### src/rtl/spi_reg_slave.sv
// SPI mode-0 register-read slave: the first byte of a frame selects a register and
// the following bytes stream out the register file, auto-incrementing with wrap.
module spi_reg_slave #(
    parameter logic [7:0] STATUS_BYTE       = 8'hA5,
    parameter int         NUM_REGS          = 8,
    parameter int         MIN_HALF_BIT_CLKS = 4
) (
    input  logic       clk,
    input  logic       rst,
    input  logic       i_SPI_Clk,
    input  logic       i_SPI_CS_n,
    input  logic       i_SPI_MOSI,
    output logic       o_SPI_MISO,
    input  logic       reg_wr,
    input  logic [2:0] reg_waddr,
    input  logic [7:0] reg_wdata,
    output logic [7:0] cmd_addr,
    output logic       cmd_dv,
    output logic       addr_err,
    output logic [1:0] byte_count,
    output logic       frame_active
);

    // Two sync stages plus one edge-detect stage: SCLK events are seen 3 clks late.
    localparam int SYNC_LATENCY = 3;

    if (MIN_HALF_BIT_CLKS < SYNC_LATENCY) begin : g_half_bit_too_short
        $error("MIN_HALF_BIT_CLKS is shorter than the synchronizer latency");
    end

    typedef enum logic [1:0] {
        ST_IDLE = 2'd0,
        ST_ADDR = 2'd1,
        ST_DATA = 2'd2
    } state_t;

    state_t      state_r, state_nxt_s;
    logic [1:0]  sclk_sync_r, cs_sync_r, mosi_sync_r;
    logic        sclk_d_r, cs_d_r;
    logic [1:0]  vld_r;
    logic        armed_r;
    logic [7:0]  regs_r [NUM_REGS];
    logic [7:0]  tx_r, rx_r;
    logic [2:0]  bit_cnt_r, ptr_r;
    logic        miso_r, cmd_dv_r, addr_err_r, frame_active_r;
    logic [7:0]  cmd_addr_r;
    logic [1:0]  byte_count_r;
    logic        sclk_rise_s, sclk_fall_s, cs_fall_s, cs_rise_s, byte_done_s;
    logic [7:0]  rx_byte_s;
    logic [2:0]  ptr_inc_s;

    // Input synchronizers, edge-detect history and post-reset arming of CS_n.
    always_ff @(posedge clk or posedge rst) begin
        if (rst) begin
            sclk_sync_r <= 2'b00;
            cs_sync_r   <= 2'b11;
            mosi_sync_r <= 2'b00;
            sclk_d_r    <= 1'b0;
            cs_d_r      <= 1'b1;
            vld_r       <= 2'b00;
            armed_r     <= 1'b0;
        end else begin
            sclk_sync_r <= {sclk_sync_r[0], i_SPI_Clk};
            cs_sync_r   <= {cs_sync_r[0], i_SPI_CS_n};
            mosi_sync_r <= {mosi_sync_r[0], i_SPI_MOSI};
            sclk_d_r    <= sclk_sync_r[1];
            cs_d_r      <= cs_sync_r[1];
            vld_r       <= {vld_r[0], 1'b1};
            // A frame that was cut by reset must not resume: CS_n has to be seen high first.
            if (vld_r[1] && cs_sync_r[1]) begin
                armed_r <= 1'b1;
            end
        end
    end

    assign sclk_rise_s = sclk_sync_r[1] & ~sclk_d_r;
    assign sclk_fall_s = ~sclk_sync_r[1] & sclk_d_r;
    assign cs_fall_s   = armed_r & cs_d_r & ~cs_sync_r[1];
    assign cs_rise_s   = cs_sync_r[1] & ~cs_d_r;
    assign rx_byte_s   = {rx_r[6:0], mosi_sync_r[1]};
    assign ptr_inc_s   = (ptr_r == 3'(NUM_REGS - 1)) ? 3'd0 : ptr_r + 3'd1;

    // Frame state transitions and byte-completion decode.
    always_comb begin
        state_nxt_s = state_r;
        byte_done_s = 1'b0;
        if ((state_r != ST_IDLE) && !cs_rise_s && sclk_rise_s && (bit_cnt_r == 3'd7)) begin
            byte_done_s = 1'b1;
        end else begin
            byte_done_s = 1'b0;
        end
        case (state_r)
            ST_IDLE: begin
                if (cs_fall_s) state_nxt_s = ST_ADDR;
                else           state_nxt_s = ST_IDLE;
            end
            ST_ADDR: begin
                if (cs_rise_s)        state_nxt_s = ST_IDLE;
                else if (byte_done_s) state_nxt_s = ST_DATA;
                else                  state_nxt_s = ST_ADDR;
            end
            ST_DATA: begin
                if (cs_rise_s) state_nxt_s = ST_IDLE;
                else           state_nxt_s = ST_DATA;
            end
            default: state_nxt_s = ST_IDLE;
        endcase
    end

    // Frame state register.
    always_ff @(posedge clk or posedge rst) begin
        if (rst) state_r <= ST_IDLE;
        else     state_r <= state_nxt_s;
    end

    // System-side register file; a same-edge shift load still sees the old value.
    always_ff @(posedge clk or posedge rst) begin
        if (rst) begin
            for (int i = 0; i < NUM_REGS; i++) regs_r[i] <= 8'h00;
        end else if (reg_wr) begin
            regs_r[reg_waddr] <= reg_wdata;
        end
    end

    // Shift registers, read pointer and registered status outputs.
    always_ff @(posedge clk or posedge rst) begin
        if (rst) begin
            tx_r           <= 8'h00;
            rx_r           <= 8'h00;
            bit_cnt_r      <= 3'd0;
            ptr_r          <= 3'd0;
            miso_r         <= 1'b0;
            cmd_addr_r     <= 8'h00;
            cmd_dv_r       <= 1'b0;
            addr_err_r     <= 1'b0;
            byte_count_r   <= 2'd0;
            frame_active_r <= 1'b0;
        end else begin
            cmd_dv_r       <= 1'b0;
            addr_err_r     <= 1'b0;
            frame_active_r <= (state_nxt_s != ST_IDLE);
            case (state_r)
                ST_IDLE: begin
                    if (cs_fall_s) begin
                        tx_r         <= STATUS_BYTE;
                        miso_r       <= STATUS_BYTE[7];
                        rx_r         <= 8'h00;
                        bit_cnt_r    <= 3'd0;
                        byte_count_r <= 2'd0;
                    end else begin
                        miso_r <= 1'b0;
                    end
                end
                ST_ADDR, ST_DATA: begin
                    if (cs_rise_s) begin
                        miso_r <= 1'b0;
                    end else if (sclk_rise_s) begin
                        rx_r      <= rx_byte_s;
                        bit_cnt_r <= bit_cnt_r + 3'd1;
                        if (byte_done_s) begin
                            if (byte_count_r != 2'd3) byte_count_r <= byte_count_r + 2'd1;
                            if (state_r == ST_ADDR) begin
                                cmd_addr_r <= rx_byte_s;
                                cmd_dv_r   <= 1'b1;
                                ptr_r      <= rx_byte_s[2:0];
                                if (rx_byte_s[7:3] == 5'd0) begin
                                    tx_r <= regs_r[rx_byte_s[2:0]];
                                end else begin
                                    tx_r       <= 8'hFF;
                                    addr_err_r <= 1'b1;
                                end
                            end else begin
                                ptr_r <= ptr_inc_s;
                                tx_r  <= regs_r[ptr_inc_s];
                            end
                        end
                    end else if (sclk_fall_s) begin
                        // Right after a byte boundary the freshly loaded MSB goes out unshifted.
                        if (bit_cnt_r == 3'd0) begin
                            miso_r <= tx_r[7];
                        end else begin
                            miso_r <= tx_r[6];
                            tx_r   <= {tx_r[6:0], 1'b0};
                        end
                    end
                end
                default: miso_r <= 1'b0;
            endcase
        end
    end

    assign o_SPI_MISO   = miso_r;
    assign cmd_addr     = cmd_addr_r;
    assign cmd_dv       = cmd_dv_r;
    assign addr_err     = addr_err_r;
    assign byte_count   = byte_count_r;
    assign frame_active = frame_active_r;

endmodule

### config.mk
export PLATFORM = sky130hd
export DESIGN_NAME = spi_reg_slave
export DESIGN_NICKNAME = d
export VERILOG_FILES = /design/src/rtl/spi_reg_slave.sv
export SDC_FILE = /design/constraint.sdc
export NUM_CORES = 1
export LEC_CHECK = 0
export CAP_MARGIN = 20
export CORE_AREA = 2 2 101 103
export DETAILED_ROUTE_END_ITERATION = 7
export DIE_AREA = 0 0 103 105
export GPL_ROUTABILITY_DRIVEN = 0
export PLACE_DENSITY = 0.81
export SYNTH_ARGS = -nofsm -noshare
export SYNTH_HDL_FRONTEND = slang
export SYNTH_SLANG_ARGS = --single-unit
### constraint.sdc
create_clock -name clk -period 4.5 [get_ports clk]
set_clock_uncertainty 0.15 [all_clocks]
set_input_delay 0.45 -clock clk [delete_from_list [all_inputs] [get_ports clk]]
set_output_delay 0.45 -clock clk [all_outputs]
set_load 0.05 [all_outputs]
==> metrics.yaml, run 1 <==
logic_synthesis:
  synth_flop_cell: "dfrtp_1"
  synth_common_cells: "dfrtp_1 (109), mux2_2 (66), mux2i_1 (21)"
  synth_edf_count: 0
  ys_seq_area_share_pct: 49.5
  synth_top_area_share_pct: 48.1
  synth-adder-area-share_pct: 2.65
  ys_types: 51
  yosysMostFrequentCell: "dfrtp_1"
  yosys_register_bits: 112
  synth_nets: 452
  synth-simple-area-share_pct: 7.02
  ys_top_cells_by_area: "dfrtp_1 (48%), mux2_2 (13%), mux4_1 (6.0%)"
  synth_top_family_by_area: "multiplexers"
  yosysWarningCount: 0
  netlist_instances: 423
  synth_compound_area_share_pct: 7.50
  muxShareOfSynthArea_pct: 28.8
  synth_area_per_cell_um2: 13.4
  synth-xor-area-share_pct: 0
  synth_area_um2: 5670
  async_flop_share_pct: 100
  yosysTopAreaCell: "dfrtp_1"
floorplan:
  row_count: 36
  die_y_um: 105
  die_area_um2: 10800
  ioPinCount: 31
  core_area_um2: 9640
  start_util_pct: 58.8
  die_w_um: 103
global_routing:
  grt_pass1_vias: 3677
  track_usage_pct: 22.9
  overflow: 0
  grt_pass1_wl_um: 19100
  grt_start_max_net_pins: 56
  grt_antenna_before_repair: 0
sta:
  rsz0062_at_grt: "false"
  drv_slew: 0
  max_freq_ghz: 0.297
  slew_headroom_pct: 36.7
  fin_crit_sh_pct: 74.9
  finalHoldViolations: 0
  setup_violations: 0
  period_minus_slack_ns: 3.37
  finalSetupTns_ns: 0
  tightest_slew_ns: 0.945
routing:
  via_count: 3603
  wirelength_um: 11400
  wl_per_cell_um: 19.5
  drc: 0
  drt_first_pass_iters: 4
  vias_per_cell: 6.18
  postRouteAntennaNets: 0
  drtIter0Drc: 257
pwr:
  power.density_nw_per_um2: 411
  p_leak_uw: 0.00263
  ir_drop_mv: 0.226
min_path:
  hold_path_class: "in2async"
clock_network:
  tritoncts: "built"
  cts_num_sinks: 112
  clockRootBuffer: "clkbuf_8"
  cts_buffer_depth: 2
  numCtsBuffers: 9
  clock_latency_ns: 0.38
  postCtsSetupBuffers: 0
  hold_buffers: 0
  clkTransAtPathRegs_ns: 0.12
  cts_resized: 0
  cts_htree_levels: 3
final_layout:
  nets: 474
  area.growth.synth_to_final_pct: 9.14
  stdcell_count: 583
  drive_above_1_share_pct: 25.8
  antenna_cells: 0
critical_path:
  cp.arrival_ns: 3.47
  required_ns: 4.59
  end_kind: "flop"
  critPathKind: "reg2reg"
  crit_path_start_kind: "flop"
  path_max_fanout: 19
placed_design:
  place_inst: 566
  port_buffers: 30
  dp_hpwl_um: 7560
flow_run:
  maxCapViolations: 0
outcome:
  status: "finished, final reports clean"
## placed cells by master (no fill, tap or decap), types with 5 or more instances in the layout
cell             count
a21oi_1             19
o21ai_1              5
nor2_1               9
mux4_1              13
mux2_2              66
mux2i_1             21
dfrtp_1            109
nand3_1             14
nand2_1             18
o21ai_0             19
o22ai_1              8
inv_1               15
clkbuf_8            10
ha_1                12
mux4_2              15
clkdlybuf4s50_1     30
## power by group
group	switching, uW	internal (uW)
Combinational	289	346
Clock	351	219
Sequential	155	1190
## worst max-delay path: stages (launching register included)
cell and delay, ns:
dfrtp_1 0.73, ha_1 0.38, ha_1 0.82, mux4_1 0.67
o22ai_1 0.17, a211oi_1 0.08, a21oi_1 0.14, o21ai_1 0.08
## path summary, 6_finish.rpt
| path | slack [ns] | to | cells after the start | startpoint |
|---|---|---|---|---|
| worst max-delay path | 1.13 | tx_r[4]$_DFFE_PP0P_ | 7 | ptr_r[0]$_DFFE_PP0P_ |
| worst min-delay path | 0.17 | cmd_addr[0]$_DFFE_PP0P_ | 2 | rst |
| worst max register to register | 1.13 | tx_r[4]$_DFFE_PP0P_ | 7 | ptr_r[0]$_DFFE_PP0P_ |
| worst min register to register | 0.21 | mosi_sync_r[1]$_DFF_PP0_ | 0 | mosi_sync_r[0]$_DFF_PP0_ |
| max in group asynchronous | 3.09 | regs_r[33]$_DFFE_PP0P_ | 3 | rst |
| min in group clk | 0.21 | mosi_sync_r[1]$_DFF_PP0_ | 0 | mosi_sync_r[0]$_DFF_PP0_ |
## per-layer routing
layer | vias up | wire length, um | track usage (%)
met2 | 107 | 5590 | 35.3
met1 | 1862 | 4980 | 33.9
met3 | 12 | 644 | 3.88
li1 | 1622 | - | -
met4 | 0 | 131 | 6.11
met5 | - | 0 | 0
## sequential cells by signal (all words and copies together), names as in the netlist
name	flops
regs_r	64
frame_active	1
mosi_sync_r	2
cs_d_r	1
ptr_r	3
vld_r	2
bit_cnt_r	3
state_r	2
armed_r	1
rx_r	7
o_SPI_MISO	1
cs_sync_r	2
cmd_dv	1
addr_err	1
sclk_d_r	1
tx_r	8
sclk_sync_r	2
cmd_addr	8
byte_count	2
## stage by stage
step / total power, uW / area (um2) / util, % / setup slack [ns] / hold slack, ns
finish: 2550 / 6190 / 64.2 / 1.13 / 0.172
global route: 2690 / 6190 / 64.2 / 0.942 / 0.182
CTS: 2550 / 6160 / 63.9 / 1.13 / 0.178
detailed placement: 1990 / 5980 / 62.0 / 1.16 / 0.188
global placement: 1950 / 5980 / 62.0 / 1.30 / 0.183
floorplan: 1820 / 5670 / - / 0.946 / 0.181
## logic make-up (layout without fill, tap and decap cells)
| group | Yosys count | in the layout |
|---|---|---|
| AOI/OAI and AO/OA | 71 | 71 |
| adders and majority gates | 12 | 12 |
| buffers and inverters | 41 | 68 |
| DFF | 112 | 112 |
| muxes | 115 | 115 |
| other | 1 | 1 |
| and+or+nand+nor | 71 | 71 |
## cell type report
class | instances | area [um2]
fillers | 739 | 3450
flip-flops and latches | 112 | 2810
inverters | 17 | 66.3
multi-input cells | 270 | 2610
clock inverters | 6 | 42.5
clock buffers | 10 | 138
repair buffers | 35 | 358
well taps | 133 | 166
Power figures use the tool's default switching activity.
==> run 2, diff against run 1 <==
--- a/config.mk
+++ b/config.mk
@@ -6,11 +6,11 @@
 export NUM_CORES = 1
 export LEC_CHECK = 0
 export CAP_MARGIN = 20
-export CORE_AREA = 2 2 101 103
+export CORE_AREA = 2 2 106 108
 export DETAILED_ROUTE_END_ITERATION = 7
-export DIE_AREA = 0 0 103 105
+export DIE_AREA = 0 0 108 110
 export GPL_ROUTABILITY_DRIVEN = 0
-export PLACE_DENSITY = 0.81
+export PLACE_DENSITY = 0.78
 export SYNTH_ARGS = -nofsm -noshare
 export SYNTH_HDL_FRONTEND = slang
 export SYNTH_SLANG_ARGS = --single-unit
==> constraint.sdc (replaced) <==
create_clock -name clk -period 3.09 [get_ports clk]
set_clock_uncertainty 0.15 [all_clocks]
set_input_delay 0.309 -clock clk [delete_from_list [all_inputs] [get_ports clk]]
set_output_delay 0.309 -clock clk [all_outputs]
set_load 0.05 [all_outputs]
==> metrics.yaml, run 2 (synthesis results as in run 1) <==
clock_network:
  clock_latency_ns: 0.38  # about the same
  numCtsBuffers: 9  # unchanged
  cts_num_sinks: 112  # unchanged
  cts_buffer_depth: 2  # unchanged
  clockRootBuffer: "clkbuf_8"
  postCtsSetupBuffers: 0  # unchanged
  hold_buffers: 0  # unchanged
  cts_htree_levels: 3  # unchanged
  cts_resized: 0  # unchanged
  tritoncts: "built"
  clkTransAtPathRegs_ns: 0.10  # -0.02 ns
sta:
  setup_ws_ns: 0.579  # -0.550 ns
  finalSetupTns_ns: 0  # unchanged
  fin_crit_sh_pct: 81.3  # +6.3 points
  setup_violations: 0  # unchanged
  period_minus_slack_ns: 2.51  # -0.860 ns
  slew_headroom_pct: 55.0  # +18 points
  tightest_slew_ns: 0.671  # -0.274 ns
  rsz0062_at_grt: "false"
  drv_slew: 0  # unchanged
  finalHoldViolations: 0  # unchanged
  max_freq_ghz: 0.398  # +34%
final_layout:
  fillCellCount: 841  # +14%
  mostFrequentLayoutCells: "dfrtp_1 (109), mux2_2 (66), clkdlybuf4s50_1 (30), mux2i_1 (21)"
  area.growth.synth_to_final_pct: 11.0
  finish.utilization_pct: 58.8  # -5.4 points
  drive_above_1_share_pct: 26.9  # +1.1 points
  regMostFlops: "regs_r"
  stdcell_count: 598  # +2.6%
  final_area_um2: 6290  # +1.7%
  final_common_cell: "dfrtp_1"
  antenna_cells: 0  # unchanged
  largest_reg_flops: 64  # unchanged
  nets: 482  # +1.7%
global_routing:
  grt_antenna_before_repair: 0  # unchanged
  overflow: 0  # unchanged
  grt_pass1_vias: 3747  # +1.9%
  grt_start_max_net_pins: 113  # +100%
  track_usage_pct: 21.5  # -1.4 points
  grt_pass1_wl_um: 19400  # +1.5%
placed_design:
  port_buffers: 30  # unchanged
  dp_hpwl_um: 7550  # -0.11%
  place_ws_ns: 0.601  # -0.555 ns
  place_inst: 582  # +2.8%
  placed_area_um2: 6070  # +1.5%
min_path:
  worstHoldEndpoint: "cs_sync_r[0]$_DFF_PP1_"
  hold_depth: 1
  hold_path_class: "in2reg"
  hp-start: "i_SPI_CS_n"
critical_path:
  critPathKind: "reg2reg"
  r2r-end: "tx_r[3]$_DFFE_PP0P_"
  required_ns: 3.20  # -1.39 ns
  worstReg2RegStart: "ptr_r[0]$_DFFE_PP0P_"
  crit_path_start_kind: "flop"
  cpMostUsedCell: "ha_1"
  slowest_stage: "mux4_1"
  path_max_fanout: 17  # -2
  end_kind: "flop"
  cpPeakStageDelay_ns: 0.59  # -0.23 ns
  r2r_setup_slack_ns: 0.58  # -0.55 ns
  r2r_cells: 8  # +1
  cp.arrival_ns: 2.62  # -0.85 ns
  cp_cell_sequence: "ha_1, ha_1, buf_4, mux4_1, o22ai_1, a211oi_1, a21oi_1, o21ai_1"
floorplan:
  start_util_pct: 53.0  # -5.8 points
  die_area_um2: 11900  # +9.8%
  core_area_um2: 10700  # +11%
  row_count: 38  # +5.6%
  ioPinCount: 31  # unchanged
  die_y_um: 110  # +4.8%
  die_w_um: 108  # +4.9%
routing:
  drt_first_pass_iters: 4  # unchanged
  drtIter0Drc: 160  # -38%
  via_count: 3652  # +1.4%
  postRouteAntennaNets: 0  # unchanged
  drc: 0  # unchanged
  vias_per_cell: 6.11  # -1.2%
  wl_per_cell_um: 19.4  # -0.52%
  wirelength_um: 11600  # +2.0%
pwr:
  p_sw_share_pct: 29.1  # -2.1 points
  ir_drop_mv: 0.366  # +62%
  p_seq_share_pct: 50.5  # -2.2 points
  switchingPower_uw: 1120  # +40%
  power.density_nw_per_um2: 609  # +48%
  internal_power_uw: 2720  # +55%
  p_comb_share_pct: 24.5  # -0.4 points
  p_leak_uw: 0.00268  # +2.0%
  pwr-share-clk_pct: 25.0  # +2.6 points
flow_run:
  maxCapViolations: 0  # unchanged
outcome:
  status: "finished, final reports clean"
## run 2: cell count changes in the layout (fill, tap and decap cells not counted), sizes merged
cell	previous run	this run
inv	19	16
bufinv	0	2
clkinv	2	1
buf	5	13
clkbuf	10	11
clkinvlp	2	3
## run 2: layout make-up
class	count	area [um2]	share of cell area, %
sequential	112	2810	44.6
timing repair buffer	43	410	6.52
multi-input combinational	270	2610	41.5
inverter	17	67.6	1.07
clock buffer	11	141	2.25
tap	140	175	2.78
clock inverter	5	80.1	1.27
## run 2: worst max-delay path by stage
| stage | start | to | slack (ns) | cells after the start |
|---|---|---|---|---|
| after floorplan | ptr_r[0]$_DFFE_PP0P_ | tx_r[1]$_DFFE_PP0P_ | 0.88 | 8 |
| after global placement | ptr_r[0]$_DFFE_PP0P_ | tx_r[4]$_DFFE_PP0P_ | 0.70 | 8 |
| after detailed placement | ptr_r[0]$_DFFE_PP0P_ | tx_r[3]$_DFFE_PP0P_ | 0.60 | 8 |
| after CTS | ptr_r[0]$_DFFE_PP0P_ | tx_r[3]$_DFFE_PP0P_ | 0.58 | 8 |
| after global routing | ptr_r[0]$_DFFE_PP0P_ | tx_r[3]$_DFFE_PP0P_ | 0.45 | 8 |
| final | ptr_r[0]$_DFFE_PP0P_ | tx_r[3]$_DFFE_PP0P_ | 0.58 | 8 |
## run 2: metrics by stage
step	power (uW)	hold slack (ns)
after floorplan	2650	0.163
after global placement	2840	0.182
after detailed placement	2900	0.188
after CTS	3850	0.173
after global routing	4050	0.169
final	3830	0.184
## run 2: layer usage
| layer | share of wire [%] | GRT usage [%] | vias to the layer above |
|---|---|---|---|
| met5 | 0 | 0 | - |
| met1 | 44 | 29.4 | 1905 |
| met2 | 50 | 34.8 | 86 |
| met3 | 4.2 | 3.88 | 15 |
| met4 | 1.5 | 7.97 | 0 |
| li1 | - | - | 1646 |
## run 2: power groups by stage
| stage | clock network (uW) | logic, uW | registers [uW] |
|---|---|---|---|
| after detailed placement | 0 | 939 | 1960 |
| after CTS | 979 | 946 | 1930 |
| final | 956 | 939 | 1940 |
| after floorplan | 0 | 739 | 1910 |
| after global placement | 0 | 899 | 1940 |
| after global routing | 1040 | 1030 | 1970 |
## run 2: critical path: cells and delay by family (launching register included)
family | cells | cell delay, ns
DFF | 1 | 0.41
muxes | 1 | 0.59
buffers and inverters | 1 | 0.29
AOI/OAI and AO/OA | 4 | 0.47
adders and majority gates | 2 | 0.48
==> run 3, diff against run 2 <==
==> constraint.sdc (replaced) <==
create_clock -name clk -period 2.1 [get_ports clk]
set_clock_uncertainty 0.15 [all_clocks]
set_input_delay 0.21 -clock clk [delete_from_list [all_inputs] [get_ports clk]]
set_output_delay 0.21 -clock clk [all_outputs]
set_load 0.05 [all_outputs]
==> metrics.yaml, run 3 (synthesis results as in run 1) <==
outcome:
  status: "complete, but fails checks"
  violations: "negative setup slack"
sta:
  period_minus_slack_ns: 2.24  # -0.275 ns
  rsz0062_at_grt: "true"
  hold_ws_ns: 0.0824  # -0.102 ns
  max_freq_ghz: 0.447  # +12%
  slew_headroom_pct: 61.3  # +6.2 points
  setup_violations: 8  # +8
  finalHoldViolations: 0  # unchanged
  finalSetupTns_ns: -0.851  # -0.851 ns
  setup_ws_ns: -0.136  # -0.715 ns
  fin_crit_sh_pct: 106  # +25 points
  tightest_slew_ns: 0.581  # -0.0900 ns
  drv_slew: 0  # unchanged
routing:
  drt_first_pass_iters: 4  # unchanged
  wirelength_um: 11900  # +3.1%
  vias_per_cell: 5.97  # -2.3%
  wl_per_cell_um: 19.0  # -1.7%
  wl_met2_um: 5950  # +2.3%
  drtIter0Drc: 328  # +110%
  topRoutingLayerUsed: "met4"
  dr_wl_met3_um: 549  # +14%
  drc: 0  # unchanged
  wl_met1_um: 5250  # +2.6%
  via_count: 3741  # +2.4%
  postRouteAntennaNets: 0  # unchanged
floorplan:
  row_count: 38  # unchanged
  core_area_um2: 10700  # unchanged
  die_area_um2: 11900  # unchanged
  ioPinCount: 31  # unchanged
  start_util_pct: 53.0  # unchanged
  die_y_um: 110  # unchanged
  die_w_um: 108  # unchanged
final_layout:
  drive_above_1_share_pct: 32.6  # +5.8 points
  nets: 511  # +6.0%
  mostFrequentLayoutCells: "dfrtp_1 (109), mux2_2 (66), buf_4 (35), clkdlybuf4s50_1 (30), mux2i_1 (21)"
  regMostFlops: "regs_r"
  area.growth.synth_to_final_pct: 14.9
  largest_reg_flops: 64  # unchanged
  antenna_cells: 0  # unchanged
  final_common_cell: "dfrtp_1"
  stdcell_count: 627  # +4.8%
clock_network:
  cts_buffer_depth: 2  # unchanged
  tritoncts: "built"
  cts_num_sinks: 112  # unchanged
  clkTransAtPathRegs_ns: 0.11  # about the same
  cts_htree_levels: 3  # unchanged
  clock_latency_ns: 0.39  # about the same
  numCtsBuffers: 9  # unchanged
  clockRootBuffer: "clkbuf_8"
critical_path:
  slowest_stage: "mux4_2"
  cp_num_cells: 7  # -1
  crit_path_start_kind: "flop"
  r2r_setup_slack_ns: -0.14  # -0.71 ns
  r2r-end: "tx_r[0]$_DFFE_PP0P_"
  path_buf_inv: 1  # unchanged
  end_kind: "flop"
  critPathKind: "reg2reg"
  critPathCapture: "tx_r[0]$_DFFE_PP0P_"
  required_ns: 2.24  # -0.96 ns
  cp_cell_sequence: "ha_2, ha_4, buf_6, mux4_2, o221ai_2, a31oi_1, o22a_1"
  critPathLaunch: "ptr_r[1]$_DFFE_PP0P_"
  r2r_cells: 7  # -1
  path_max_fanout: 7  # -10
  worstReg2RegStart: "ptr_r[1]$_DFFE_PP0P_"
  crit_family: "adder cells"
  cpPeakStageDelay_ns: 0.50  # -0.09 ns
  cp.arrival_ns: 2.38  # -0.24 ns
pwr:
  ir_drop_mv: 0.621  # +70%
  p_leak_uw: 0.00280  # +4.4%
  total_power_uw: 5460  # +43%
  power.density_nw_per_um2: 838  # +38%
global_routing:
  grt_antenna_before_repair: 0  # unchanged
  overflow: 0  # unchanged
  grt_start_max_net_pins: 113  # unchanged
  grt_pass1_wl_um: 19300  # -0.57%
  grt_pass1_vias: 3797  # +1.3%
  track_usage_pct: 21.6  # +0.13 points
placed_design:
  dp_hpwl_um: 7940  # +5.1%
  place_ws_ns: -0.194  # -0.795 ns
  port_buffers: 30  # unchanged
  place_inst: 598  # +2.7%
min_path:
  hp-start: "i_SPI_CS_n"
  hold_path_class: "in2reg"
flow_run:
  maxCapViolations: 0  # unchanged
-- run 3: worst register-to-register path, delay by kind of cell (launching register included) --
kind            cells  cell delay [ns]
buf+inv             1             0.13
fa+ha+maj           2             0.51
mux                 1             0.50
flops               1             0.41
compound gates      3             0.43
-- run 3: power breakdown --
group	internal [uW]	leakage, uW	switching [uW]	total (uW)
sequential	2540	0.00138	298	2840
combinational	791	0.00134	662	1450
clock	431	0.0000793	737	1170
-- run 3: repair_timing --
action,4_1_cts,5_1_grt
endpoints found under the hold margin,0,0
pin swaps,3,1
setup endpoints to repair,18,27
gates resized for setup,5,4
setup buffers,8,5
hold buffers,0,0
-- run 3: how the worst min path moves through the flow --
stage	to	slack, ns	cells past startpoint
after floorplan	cs_sync_r[0]$_DFF_PP1_	0.06	0
after global placement	mosi_sync_r[1]$_DFF_PP0_	0.18	0
after detailed placement	vld_r[1]$_DFF_PP0_	0.19	0
after CTS	cs_sync_r[0]$_DFF_PP1_	0.07	1
after global routing	cs_sync_r[0]$_DFF_PP1_	0.08	1
final	cs_sync_r[0]$_DFF_PP1_	0.08	1
-- run 3: final cells by class --
class / instances / area, um2
clock buffer: 11 / 131
clock inverter: 5 / 33.8
fill: 821 / 4180
inverter: 17 / 67.6
multi-input combinational: 270 / 2630
sequential: 112 / 2810
tap: 140 / 175
timing repair buffer: 72 / 668
-- run 3: routing by layer --
layer  GRT usage (%)  vias to the layer above
li1                -                     1697
met5               0                        -
met3            5.11                       16
met1            28.5                     1932
met4            6.68                        0
met2            35.9                       96
-- run 3: through the flow --
step                util, %  area, um2
global placement       58.2       6220
floorplan                 -       5690
finish                 60.9       6520
CTS                    60.4       6460
detailed placement     58.2       6220
global route           60.9       6520
